===== src/rtl/sram_stream_reader_pkg.sv =====
// Shared widths and helpers for the SRAM stream reader.
// Optional perf counters are enabled by defining SRAM_READER_PERF_EN.
package sram_stream_reader_pkg;

    localparam int SRAM_ADDR_W = 12;
    localparam int NUM_SRAMS   = 8;
    localparam int SRAM_IDX_W  = $clog2(NUM_SRAMS);

    function automatic logic [31:0] sat_inc32(input logic [31:0] v);
        return (v == '1) ? v : v + 32'd1;
    endfunction

endpackage


===== src/rtl/sram_rd_fifo.sv =====
// Synchronous return-data FIFO for the SRAM stream reader.
// Depth must be a power of two; pushes when full and pops when empty are dropped.
module sram_rd_fifo #(
    parameter int DEPTH = 4,
    parameter int WIDTH = 64
) (
    input  logic                     clk,
    input  logic                     rst,
    input  logic                     push,
    input  logic                     pop,
    input  logic [WIDTH-1:0]         din,
    output logic [WIDTH-1:0]         dout,
    output logic                     full,
    output logic                     empty,
    output logic [$clog2(DEPTH):0]   count
);

    localparam int AW = $clog2(DEPTH);
    localparam int CW = AW + 1;

    logic [WIDTH-1:0] mem [DEPTH];
    logic [AW-1:0]    wr_ptr;
    logic [AW-1:0]    rd_ptr;
    logic             do_push;
    logic             do_pop;

    assign full    = (count == CW'(DEPTH));
    assign empty   = (count == '0);
    assign do_push = push && !full;
    assign do_pop  = pop && !empty;
    assign dout    = mem[rd_ptr];

    always_ff @(posedge clk) begin
        if (do_push) begin
            mem[wr_ptr] <= din;
        end
    end

    always_ff @(posedge clk or posedge rst) begin
        if (rst) begin
            wr_ptr <= '0;
            rd_ptr <= '0;
            count  <= '0;
        end else begin
            if (do_push) wr_ptr <= wr_ptr + AW'(1);
            if (do_pop)  rd_ptr <= rd_ptr + AW'(1);
            count <= count + CW'(do_push) - CW'(do_pop);
        end
    end

endmodule


===== src/rtl/sram_stream_reader.sv =====
// Streams len consecutive SRAM words out as an AXI4-Stream master.
// Define SRAM_READER_PERF_EN to add stall / no-grant cycle counters.
module sram_stream_reader
    import sram_stream_reader_pkg::*;
#(
    parameter int C_AXIS_TDATA_WIDTH = 64,
    parameter int MAX_ADDR_WIDTH     = SRAM_ADDR_W,
    parameter int LEN_WIDTH          = 16,
    parameter int FIFO_DEPTH         = 4
) (
    input  logic                          clk,
    input  logic                          rst,
    input  logic                          start,
    input  logic [MAX_ADDR_WIDTH-1:0]     base_addr,
    input  logic [LEN_WIDTH-1:0]          len,
    input  logic [SRAM_IDX_W-1:0]         sram_idx,
    output logic                          busy,
    output logic                          done,
    input  logic                          sram_gnt,
    output logic                          sram_out_en,
    output logic [SRAM_IDX_W-1:0]         sram_out_idx,
    output logic [MAX_ADDR_WIDTH-1:0]     sram_out_addr,
    input  logic [C_AXIS_TDATA_WIDTH-1:0] sram_out_data,
    output logic [C_AXIS_TDATA_WIDTH-1:0] m_axis_tdata,
    output logic                          m_axis_tvalid,
    input  logic                          m_axis_tready,
    output logic                          m_axis_tlast
`ifdef SRAM_READER_PERF_EN
    ,
    output logic [31:0]                   perf_stall_cycles,
    output logic [31:0]                   perf_nogrant_cycles
`endif
);

    localparam int CW = $clog2(FIFO_DEPTH) + 1;

    typedef enum logic [1:0] {
        S_IDLE,
        S_RUN,
        S_DRAIN,
        S_DONE
    } state_t;

    state_t                        state;
    logic [LEN_WIDTH-1:0]          len_q;
    logic [LEN_WIDTH-1:0]          issued;
    logic [LEN_WIDTH-1:0]          popped;
    logic [MAX_ADDR_WIDTH-1:0]     base_q;
    logic                          inflight;
    logic [CW-1:0]                 fifo_count;
    logic                          fifo_empty;
    logic                          fifo_full_unused;
    logic [C_AXIS_TDATA_WIDTH-1:0] fifo_head;

    logic                          pop;
    logic                          granted;
    logic                          last_pop;
    logic                          credit_ok;
    logic [LEN_WIDTH-1:0]          issued_n;
    logic [CW-1:0]                 count_n;

    assign pop      = m_axis_tvalid && m_axis_tready;
    assign granted  = sram_out_en && sram_gnt;
    assign issued_n = issued + LEN_WIDTH'(granted);
    assign last_pop = pop && (popped == len_q - LEN_WIDTH'(1));

    // Occupancy after this edge, counting the request being granted now.
    assign count_n   = fifo_count + CW'(inflight) - CW'(pop);
    assign credit_ok = ({1'b0, count_n} + (CW+1)'(granted))
                       < (CW+1)'(FIFO_DEPTH);

    assign m_axis_tvalid = !fifo_empty;
    assign m_axis_tdata  = fifo_empty ? '0 : fifo_head;
    assign m_axis_tlast  = m_axis_tvalid
                           && (popped == len_q - LEN_WIDTH'(1));

    sram_rd_fifo #(
        .DEPTH (FIFO_DEPTH),
        .WIDTH (C_AXIS_TDATA_WIDTH)
    ) u_fifo (
        .clk   (clk),
        .rst   (rst),
        .push  (inflight),
        .pop   (pop),
        .din   (sram_out_data),
        .dout  (fifo_head),
        .full  (fifo_full_unused),
        .empty (fifo_empty),
        .count (fifo_count)
    );

    always_ff @(posedge clk or posedge rst) begin
        if (rst) begin
            state         <= S_IDLE;
            len_q         <= '0;
            base_q        <= '0;
            issued        <= '0;
            popped        <= '0;
            inflight      <= 1'b0;
            busy          <= 1'b0;
            done          <= 1'b0;
            sram_out_en   <= 1'b0;
            sram_out_idx  <= '0;
            sram_out_addr <= '0;
        end else begin
            inflight <= granted;
            if (pop) popped <= popped + LEN_WIDTH'(1);
            unique case (state)
                S_IDLE: begin
                    sram_out_en <= 1'b0;
                    if (start) begin
                        len_q         <= len;
                        base_q        <= base_addr;
                        sram_out_idx  <= sram_idx;
                        sram_out_addr <= base_addr;
                        issued        <= '0;
                        popped        <= '0;
                        if (len != '0) begin
                            state       <= S_RUN;
                            busy        <= 1'b1;
                            sram_out_en <= 1'b1;
                        end else begin
                            state <= S_DONE;
                            done  <= 1'b1;
                        end
                    end
                end
                S_RUN: begin
                    issued        <= issued_n;
                    sram_out_addr <= base_q + MAX_ADDR_WIDTH'(issued_n);
                    if (issued_n == len_q) begin
                        state       <= S_DRAIN;
                        sram_out_en <= 1'b0;
                    end else begin
                        sram_out_en <= credit_ok;
                    end
                end
                S_DRAIN: begin
                    if (last_pop) begin
                        state <= S_DONE;
                        busy  <= 1'b0;
                        done  <= 1'b1;
                    end
                end
                S_DONE: begin
                    done  <= 1'b0;
                    state <= S_IDLE;
                end
            endcase
        end
    end

`ifdef SRAM_READER_PERF_EN
    always_ff @(posedge clk or posedge rst) begin
        if (rst) begin
            perf_stall_cycles   <= '0;
            perf_nogrant_cycles <= '0;
        end else if (state == S_IDLE && start) begin
            perf_stall_cycles   <= '0;
            perf_nogrant_cycles <= '0;
        end else begin
            if ((state == S_RUN || state == S_DRAIN)
                && m_axis_tvalid && !m_axis_tready)
                perf_stall_cycles <= sat_inc32(perf_stall_cycles);
            if (sram_out_en && !sram_gnt)
                perf_nogrant_cycles <= sat_inc32(perf_nogrant_cycles);
        end
    end
`endif

endmodule


===== config.mk =====
export PLATFORM = sky130hd
export DESIGN_NAME = sram_stream_reader
export DESIGN_NICKNAME = d
export VERILOG_FILES = /design/src/rtl/sram_stream_reader_pkg.sv /design/src/rtl/sram_rd_fifo.sv /design/src/rtl/sram_stream_reader.sv
export SDC_FILE = /design/constraint.sdc
export NUM_CORES = 1
export LEC_CHECK = 0
export CAP_MARGIN = 20
export CORE_UTILIZATION = 55
export DETAILED_ROUTE_END_ITERATION = 12
export PLACE_DENSITY = 0.86
export SLEW_MARGIN = 30
export SYNTH_ARGS = -nofsm -noshare
export SYNTH_HDL_FRONTEND = slang
export SYNTH_HIERARCHICAL = 1
export SYNTH_SLANG_ARGS = --single-unit

===== constraint.sdc =====
create_clock -name clk -period 3.8 [get_ports clk]
set_input_delay 0.57 -clock clk [delete_from_list [all_inputs] [get_ports clk]]
set_output_delay 0.57 -clock clk [all_outputs]
set_load 0.03 [all_outputs]

# Yosys cells after proc, flatten, opt, wreduce, memory -nomap -nowiden
# Memories as Yosys holds them, arrays and structs flattened.
# Index checks and enable logic that the tools add are counted.
totals:
  mem_bits_rw: 256
  mem_bits_ro: 0
  wordCells: 84
  ff_bits: 88
  inputBits: 100
  latchBits: 0
  out_inout_bits: 84
  mem_count: 1
memory_table:
  columns: ["name", "depth", "word_bits", "rd", "rd_ports_with_merged_regs", "wr", "line", "rtl"]
  rows:
  - ["u_fifo.mem", 4, 64, 1, 0, 1, "sram_rd_fifo.sv:21", "logic [WIDTH-1:0] mem [DEPTH];"]
classes:
  bitwise: 0
  order_cmp: 1
  shifts: 0
  n_reduce_logical: 19
  addsub: 11
  div: 0
  n_mul: 0
  mux: 27
  eq_ne: 11
op_table:
  columns: ["op", "count"]
  rows:
  - ["$mux W16", 4]
  - ["$mux W64", 1]
  - ["$eq A16 B16 Y1", 2]
  - ["$pmux W16 S2", 1]
  - ["$pmux W12 S2", 1]
  - ["$add A16 B1 Y16", 1]
  - ["$add A16 B1 Y16 const B", 1]
  - ["$reduce_bool A16 Y1", 1]
  - ["$sub A16 B1 Y16 const B", 1]
  - ["$add A12 B12 Y12", 1]
  - ["$mux W12", 1]
  - ["$mux W1", 11]
  - ["$ne A2 B2 Y1 const B", 5]
  - ["$mux W2", 4]
  - ["$pmux W2 S4", 1]
  - ["$reduce_and A4 Y1", 2]
  - ["$add A3 B1 Y3", 2]
  - ["$logic_and A1 B1 Y1", 6]
  - ["$sub A3 B1 Y3", 2]
  - ["$add A2 B1 Y2 const B", 2]
  - ["$add A3 B1 Y4", 1]
  - ["$eq A2 B2 Y1 const B", 2]
  - ["$lt A4 B3 Y1 const B", 1]
  - ["$pmux W1 S2", 2]
  - ["other kinds (10)", 13]

# Logic depth before layout (Yosys ltp)
# Gate-level depths: netlist of the first run.
depth:
  depth_word: 8
  depth_mapped: 15
  ltp_nobuf: 13

# Hierarchy
# Netlist of the first run, hierarchy kept.
modules_own_cells:
  columns: ["module", "cells_each", "n_inst", "area_each_um2", "seq_area_each_um2"]
  rows:
  - ["sram_rd_fifo", 376, 1, 9700.6, 7862.5]
  - ["sram_stream_reader", 720, 1, 5856.9, 2026.9]

# Worst setup path after synthesis of the first run
# No wires, ideal clock.
synth_path:
  path_type: "input -> register"
  start: "input port sram_gnt"
  end: "register sram_out_addr[10]"
  arrival_ns: 3.193
  path_slack_ns: 0.524
  required_time_ns: 3.717
  path_stages: 13
  setup_time_ns: 0.083
  cell_sequence: "and2_1 > ha_1 > ha_1 > xor2_1 > ha_1 > a21o_1 > a21oi_1 > o21bai_1 > a2111o_1 > a41oi_1 > xnor2_1 > mux2i_1 > o21ai_0"
synth_via:
  elab_chain_len: 4
synth_rtl:
  columns: ["item", "line", "rtl"]
  rows:
  - ["start: declaration", "sram_stream_reader.sv:19", "input logic sram_gnt,"]
  - ["$logic_and A1 B1 Y1", "sram_stream_reader.sv:63", "assign granted = sram_out_en && sram_gnt;"]
  - ["$add A16 B1 Y16", "sram_stream_reader.sv:64", "assign issued_n = issued + LEN_WIDTH'(granted);"]
  - ["$add A12 B12 Y12", "sram_stream_reader.sv:130", "sram_out_addr <= base_q + MAX_ADDR_WIDTH'(issued_n);"]
  - ["$pmux W12 S2", "sram_stream_reader.sv:108", "unique case (state)"]
  - ["end signal: assignment", "sram_stream_reader.sv:115", "sram_out_addr <= base_addr;"]
  - ["end signal: assignment", "sram_stream_reader.sv:130", null]
  - ["end: declaration", "sram_stream_reader.sv:22", "output logic [MAX_ADDR_WIDTH-1:0] sram_out_addr,"]
# Every way passes these cells.
# A chain may end at the register's enable or synchronous reset.

# Final worst setup path of the first run
layout_path:
  start: "register len_q[9]"
  end: "output port m_axis_tlast"
layout_via:
  elab_chain_len: 3
layout_rtl:
  columns: ["item", "line", "rtl"]
  rows:
  - ["start: declaration", "sram_stream_reader.sv:45", "logic [LEN_WIDTH-1:0] len_q;"]
  - ["start signal: assignment", "sram_stream_reader.sv:112", "len_q <= len;"]
  - ["$sub A16 B1 Y16", "sram_stream_reader.sv:75", "&& (popped == len_q - LEN_WIDTH'(1));"]
  - ["$eq A16 B16 Y1", "sram_stream_reader.sv:75", null]
  - ["$logic_and A1 B1 Y1", "sram_stream_reader.sv:75", null]
  - ["end: declaration", "sram_stream_reader.sv:27", "output logic m_axis_tlast"]
# Every way passes these cells.

==> results.sh, run 1 <==
export IMPL_grt_pass1_wl_um=53470
export IMPL_cts_root_buf="clkbuf_16"
export IMPL_grt_overflow_total=0
export IMPL_p_clk_frac=0.231
export IMPL_syn2layout_area_growth_pct=23.60
export IMPL_synth_ff_type="edfxtp_1"
export IMPL_fp_dieH_um=170.2
export IMPL_place_ws_ps=-143.8
export IMPL_synth_async_reset_ratio=0.2558
export IMPL_status="finished clean"
export IMPL_synth_edff_count=256
export IMPL_powerDensity_nw_per_um2=801.3
export IMPL_yosysWarnings=6
export IMPL_setup_tns_final_ps=0
export IMPL_clkTransAtPathRegs_ps=60
export IMPL_mostFrequentLayoutCells="256 x edfxtp_1, 182 x clkdlybuf4s50_1, 138 x nand2_1, 83 x dfrtp_1, 71 x nor2b_1"
export IMPL_synthSimpleGateAreaFrac=0.1221
export IMPL_combinationalPowerShare=0.426
export IMPL_cts_max_path_buffers=3
export IMPL_start_kind="flop"
export IMPL_grt_pass1_vias=9880
export IMPL_crit_type="flop to output pin"
export IMPL_switching_share=0.3661
export IMPL_die_w_um=170.2
export IMPL_period_share=0.9349
export IMPL_htreeDepth=2
export IMPL_clk_latency_ps=520
export IMPL_drtAntennaViolNets=0
export IMPL_postLayoutCoreUtil=0.6922
export IMPL_worstPathArrival_ps=2980
export IMPL_fin_worst_skew_ps=12.42
export IMPL_drive_gt1_frac=0.1436
export IMPL_drc=0
export IMPL_numCtsBuffers=37
export IMPL_avgSynthCellArea_sq_um=14.19
export IMPL_drv_cap=0
export IMPL_cp_required_ps=3230
export IMPL_max_slew_margin=0.3449
export IMPL_peakVddDrop_mv=0.5844
export IMPL_num_vias=9652
export IMPL_p_switching_w=0.005641
export IMPL_synth_xor_area_frac=0.03997
export IMPL_dp_hpwl_um=21930
export IMPL_tightest_slew_ps=982.7
export IMPL_wl_per_cell_um=19.89
export IMPL_synth_mux_area_fraction=0.09844
export IMPL_hold_ws_ps=460.0
export IMPL_top_level_ports=184
export IMPL_drt_pass1_iterations=5
export IMPL_core_sq_um=27780
export IMPL_die_area_sq_um=28960
export IMPL_drt_initial_drc_count=646
export IMPL_synth_top_family_by_area="simple AND/OR/NAND/NOR gates"
export IMPL_tritoncts="built"
export IMPL_fmax_mhz=281.5
export IMPL_gp_congestion=0.9045
export IMPL_synth_compound_area_share=0.04986
export IMPL_p_leak_nw=7.104
export IMPL_drv_slew=0
export IMPL_start_util=0.5600
export IMPL_path_max_fanout=8
export IMPL_hold_viol=0
export IMPL_io_buffers=183
export IMPL_grt_start_max_net_pins=65
export IMPL_period_needed_ps=3553
export IMPL_final_common_cell="edfxtp_1"
export IMPL_hp_class="primary input to asynchronous set/reset pin"
export IMPL_cts_sinks=344
export IMPL_grt_usage=0.2416
export IMPL_setup_viol=0
export IMPL_nets=1432
export IMPL_endpoint_kind="output pin"
export IMPL_ys_seq_elements=344
export IMPL_synth_adder_area_share=0.02622
export IMPL_syn_area_sq_um=15560
export IMPL_rows=61
export IMPL_ctsHoldBuffers=0
export IMPL_fin_ws_ps=247.3
export IMPL_rsz0062_at_grt="false"
export IMPL_synth_fp_nets=1226
export IMPL_power_internal_w=0.009768
export IMPL_placed_area_sq_um=17930
export IMPL_antenna_found_initial=2
export IMPL_seq_power_share=0.343
export IMPL_routed_wl_um=33980
export IMPL_seq_area_frac_synth=0.6357
export IMPL_yosys_cell_types_count=72
export IMPL_fin_area_sq_um=19230
export IMPL_syn_inst=1096
export IMPL_vias_per_cell=5.648
synthesized netlist by cell type (23+ instances only):
cell / count / area share
nor2_1: 43 / 0.010
nor2b_1: 71 / 0.029
mux4_2: 64 / 0.093
nand2_1: 138 / 0.033
a21oi_1: 30 / 0.0097
xnor2_1: 45 / 0.025
dfrtp_1: 88 / 0.14
nand3_1: 23 / 0.0074
ha_1: 27 / 0.022
clkbuf_1: 33 / 0.0080
inv_1: 30 / 0.0072
xor2_1: 26 / 0.015
o21ai_0: 32 / 0.010
edfxtp_1: 256 / 0.49
state kept, by name (all words and copies together), names as in the netlist:
signal	count
done	1
busy	1
inflight	1
base_q	12
popped	16
len_q	16
sram_out_idx	3
u_fifo/count	3
u_fifo/wr_ptr	2
sram_out_en	1
u_fifo/rd_ptr	2
sram_out_addr	12
issued	16
state	2
u_fifo/mem	256
worst paths after layout:
check                                 start               end  slack [ps]  depth (start not counted)
min                                     rst  u_fifo/wr_ptr[1]         460                          2
max reg2reg                     sram_out_en          state[1]         400                         11
max                                len_q[9]      m_axis_tlast         250                          9
min in group clk           sram_out_addr[0]  sram_out_addr[0]         480                          2
min reg2reg                sram_out_addr[0]  sram_out_addr[0]         480                          2
max in group asynchronous               rst          len_q[4]        2390                          3
cells by family (layout without fill, tap and decap cells):
| kind of cell | Yosys count | in the layout |
|---|---|---|
| simple gates | 368 | 368 |
| flops | 344 | 344 |
| compound gates | 118 | 118 |
| buf+inv | 91 | 325 |
| mux | 73 | 73 |
| xor+xnor | 71 | 71 |
| fa+ha+maj | 31 | 31 |
| other cells | 0 | 1 |
routing by layer:
layer	share of wire	vias up	track usage	routed length, um
met4	0.026	2	0.07560	869
li1	-	4468	-	-
met2	0.49	295	0.4091	16710
met3	0.077	62	0.06465	2611
met1	0.41	4825	0.3034	13780
met5	0.00038	-	0	13
worst max-delay path, stage by stage, from the launching register on:
cell	delay (ps)
dfrtp_1	530
nor4_4	340
and2b_2	220
nand2b_1	70
o31ai_1	290
nand3_1	190
nor4_4	350
buf_4	170
and2_1	110
clkbuf_2	190
timing repair:
action	in CTS	in global routing
endpoints found under the setup margin	1	1
setup buffers	0	3
pin swaps	0	2
gates resized for setup	6	6
power by group through the flow:
stage | clock, W | sequential (W) | combinational (W)
floorplan | 0 | 0.00521 | 0.00427
detailed placement | 0 | 0.00533 | 0.00649
global placement | 0 | 0.00529 | 0.00641
CTS | 0.00362 | 0.00528 | 0.00658
finish | 0.00356 | 0.00528 | 0.00657
global route | 0.00379 | 0.00536 | 0.00706
stage by stage:
stage | instances | total power [W]
finish | 1709 | 0.01541
floorplan | 1096 | 0.009477
CTS | 1704 | 0.01548
global placement | 1637 | 0.01170
detailed placement | 1637 | 0.01182
global route | 1709 | 0.01620
area by class of cell:
| type | count | area (sq um) |
|---|---|---|
| sequential | 344 | 9898 |
| multi-input combinational | 661 | 5289 |
| clock inverter | 20 | 220.2 |
| fill | 1841 | 8552 |
| clock buffer | 47 | 994.7 |
| timing repair buffer | 228 | 2240 |
| antenna | 1 | 2.502 |
| tap | 378 | 473.0 |
| inverter | 30 | 112.6 |
Power figures use the tool's default switching activity.
==> run 2: changes to the inputs <==
Settings changed: CELL_PAD_IN_SITES_DETAIL_PLACEMENT set to 1, CELL_PAD_IN_SITES_GLOBAL_PLACEMENT set to 1, CORE_MARGIN set to 3, CORE_UTILIZATION 55 to 47, MAX_ROUTING_LAYER set to met4, PLACE_DENSITY 0.86 to 0.88.
==> run 2 against run 1 <==
  * Cell count up 4.0%
  * Sequential power up 1%
  * Clock skew up 2.2 ps
  * Routed wire length up 23%
  * Power up 3.1%
  * Non-clock buffer count up 8
  * Critical path type unchanged
  * Highest routed layer is now met4
==> results.sh, run 2 (same netlist as run 1, synthesis figures left out) <==
export IMPL_gp_congestion=0.8649
export IMPL_powerDensity_nw_per_um2=816.1
export IMPL_htreeDepth=2
export IMPL_grt_overflow_total=0
export IMPL_mostFrequentLayoutCells="256 x edfxtp_1, 182 x clkdlybuf4s50_1, 138 x nand2_1, 81 x dfrtp_1, 70 x nor2b_1"
export IMPL_period_share=0.9502
export IMPL_max_slew_margin=0.4477
export IMPL_grt_pass1_vias=11060
export IMPL_crit_family="simple AND/OR/NAND/NOR gates"
export IMPL_die_w_um=187.9
export IMPL_clkTransAtPathRegs_ps=60
export IMPL_peakVddDrop_mv=0.5795
export IMPL_period_needed_ps=3611
export IMPL_drt_pass1_iterations=5
export IMPL_top_register="u_fifo/mem"
export IMPL_register_area_sq_um=9901
export IMPL_antenna_found_initial=3
export IMPL_drtAntennaViolNets=0
export IMPL_drv_slew=0
export IMPL_postLayoutCoreUtil=0.6059
export IMPL_worstPathArrival_ps=3040
export IMPL_start_util=0.4843
export IMPL_cp_required_ps=3230
export IMPL_path_max_fanout=8
export IMPL_p_leak_nw=7.172
export IMPL_cts_sinks=344
export IMPL_worstPathCellList="nor3_4 -> and3_1 -> a21oi_1 -> a2111oi_0 -> nand4_1 -> nor4_4 -> buf_4 -> and2_1 -> clkbuf_4"
export IMPL_wl_per_cell_um=23.58
export IMPL_drive_gt1_frac=0.1561
export IMPL_tritoncts="built"
export IMPL_drt_initial_drc_count=599
export IMPL_fill_cells=3035
export IMPL_rrSetupSlack_ps=380
export IMPL_io_buffers=183
export IMPL_status="finished clean"
export IMPL_hold_viol=0
export IMPL_numCtsBuffers=37
export IMPL_endpoint_kind="output pin"
export IMPL_dp_hpwl_um=27110
export IMPL_max_stage_delay_ps=520
export IMPL_core_sq_um=32120
export IMPL_clk_latency_ps=540
export IMPL_cp_slowest_cell="dfrtp_2"
export IMPL_setup_tns_final_ps=0
export IMPL_critPathBufInv=2
export IMPL_drc=0
export IMPL_syn2layout_area_growth_pct=25.11
export IMPL_die_area_sq_um=35320
export IMPL_fin_area_sq_um=19460
export IMPL_top_level_ports=184
export IMPL_hp_class="primary input to asynchronous set/reset pin"
export IMPL_crit_type="flop to output pin"
export IMPL_cts_max_path_buffers=3
export IMPL_largest_reg_flops=256
export IMPL_rsz0062_at_grt="false"
export IMPL_nets=1440
export IMPL_fp_dieH_um=187.9
export IMPL_tightest_slew_ps=828.4
export IMPL_routed_wl_um=41890
export IMPL_grt_start_max_net_pins=65
export IMPL_cts_root_buf="clkbuf_16"
export IMPL_final_common_cell="edfxtp_1"
export IMPL_fin_worst_skew_ps=14.64
export IMPL_vias_per_cell=5.584
export IMPL_fmax_mhz=276.9
export IMPL_multiInputGateArea_sq_um=5304
export IMPL_grt_usage=0.2467
export IMPL_grt_pass1_wl_um=65870
export IMPL_rows=65
export IMPL_num_vias=9922
export IMPL_drv_cap=0
export IMPL_placed_area_sq_um=18090
export IMPL_start_kind="flop"
export IMPL_setup_viol=0
[run 2: cell count changes in the layout (fill, tap and decap cells not counted), sizes merged]
| cell | change |
|---|---|
| clkinv | +2 |
| clkbuf | -3 |
| buf | +8 |
| clkinvlp | +2 |
| bufinv | +1 |
| inv | -1 |
| diode | +2 |
[run 2: timing repair]
| item | CTS | global route |
|---|---|---|
| buffers inserted | 0 | 1 |
| setup endpoints to repair | 1 | 2 |
| gates resized for setup | 7 | 13 |
| hold buffers | 0 | 0 |
| pin swaps | 0 | 2 |
[run 2: cell type report]
class	count	area share
inverter	30	0.005850
clock inverter	24	0.01549
antenna	3	0.0003857
tap	435	0.02796
multi-input combinational	661	0.2725
timing repair buffer	236	0.1187
clock buffer	44	0.05046
sequential	344	0.5087
[run 2: per-stage QoR]
| step | setup WS (ps) | hold slack (ps) | instances | power [W] |
|---|---|---|---|---|
| 2_1_floorplan | 524.4 | 373.4 | 1096 | 0.009477 |
| 3_3_place_gp | -88.36 | 455.8 | 1705 | 0.01184 |
| 3_5_place_dp | -203.2 | 469.7 | 1705 | 0.01205 |
| 4_1_cts | 23.94 | 315.4 | 1773 | 0.01600 |
| 5_1_grt | 19.43 | 348.9 | 1777 | 0.01673 |
| 6_report | 189.2 | 333.6 | 1777 | 0.01588 |
[run 2: report_power, final]
group / internal [W] / switching, W
Clock: 0.00222 / 0.00155
Combinational: 0.00294 / 0.00384
Sequential: 0.00470 / 0.000637
Total: 0.00986 / 0.00602
[run 2: path summary, 6_finish.rpt]
kind / end / start / depth (start not counted)
max: m_axis_tlast / len_q[2] / 9
min: u_fifo/count[0] / rst / 2
max reg2reg: state[1] / sram_out_en / 11
min reg2reg: sram_out_addr[10] / sram_out_addr[10] / 2
max in group asynchronous: issued[9] / rst / 3
min in group clk: sram_out_addr[10] / sram_out_addr[10] / 2
[run 2: routing by layer]
layer	wire length [um]	global-route usage	vias up	share of wire
li1	-	-	4482	-
met1	16450	0.2955	5102	0.39
met2	21760	0.4191	271	0.52
met3	2757	0.06543	67	0.066
met4	922	0.06089	0	0.022
met5	0	-	-	0
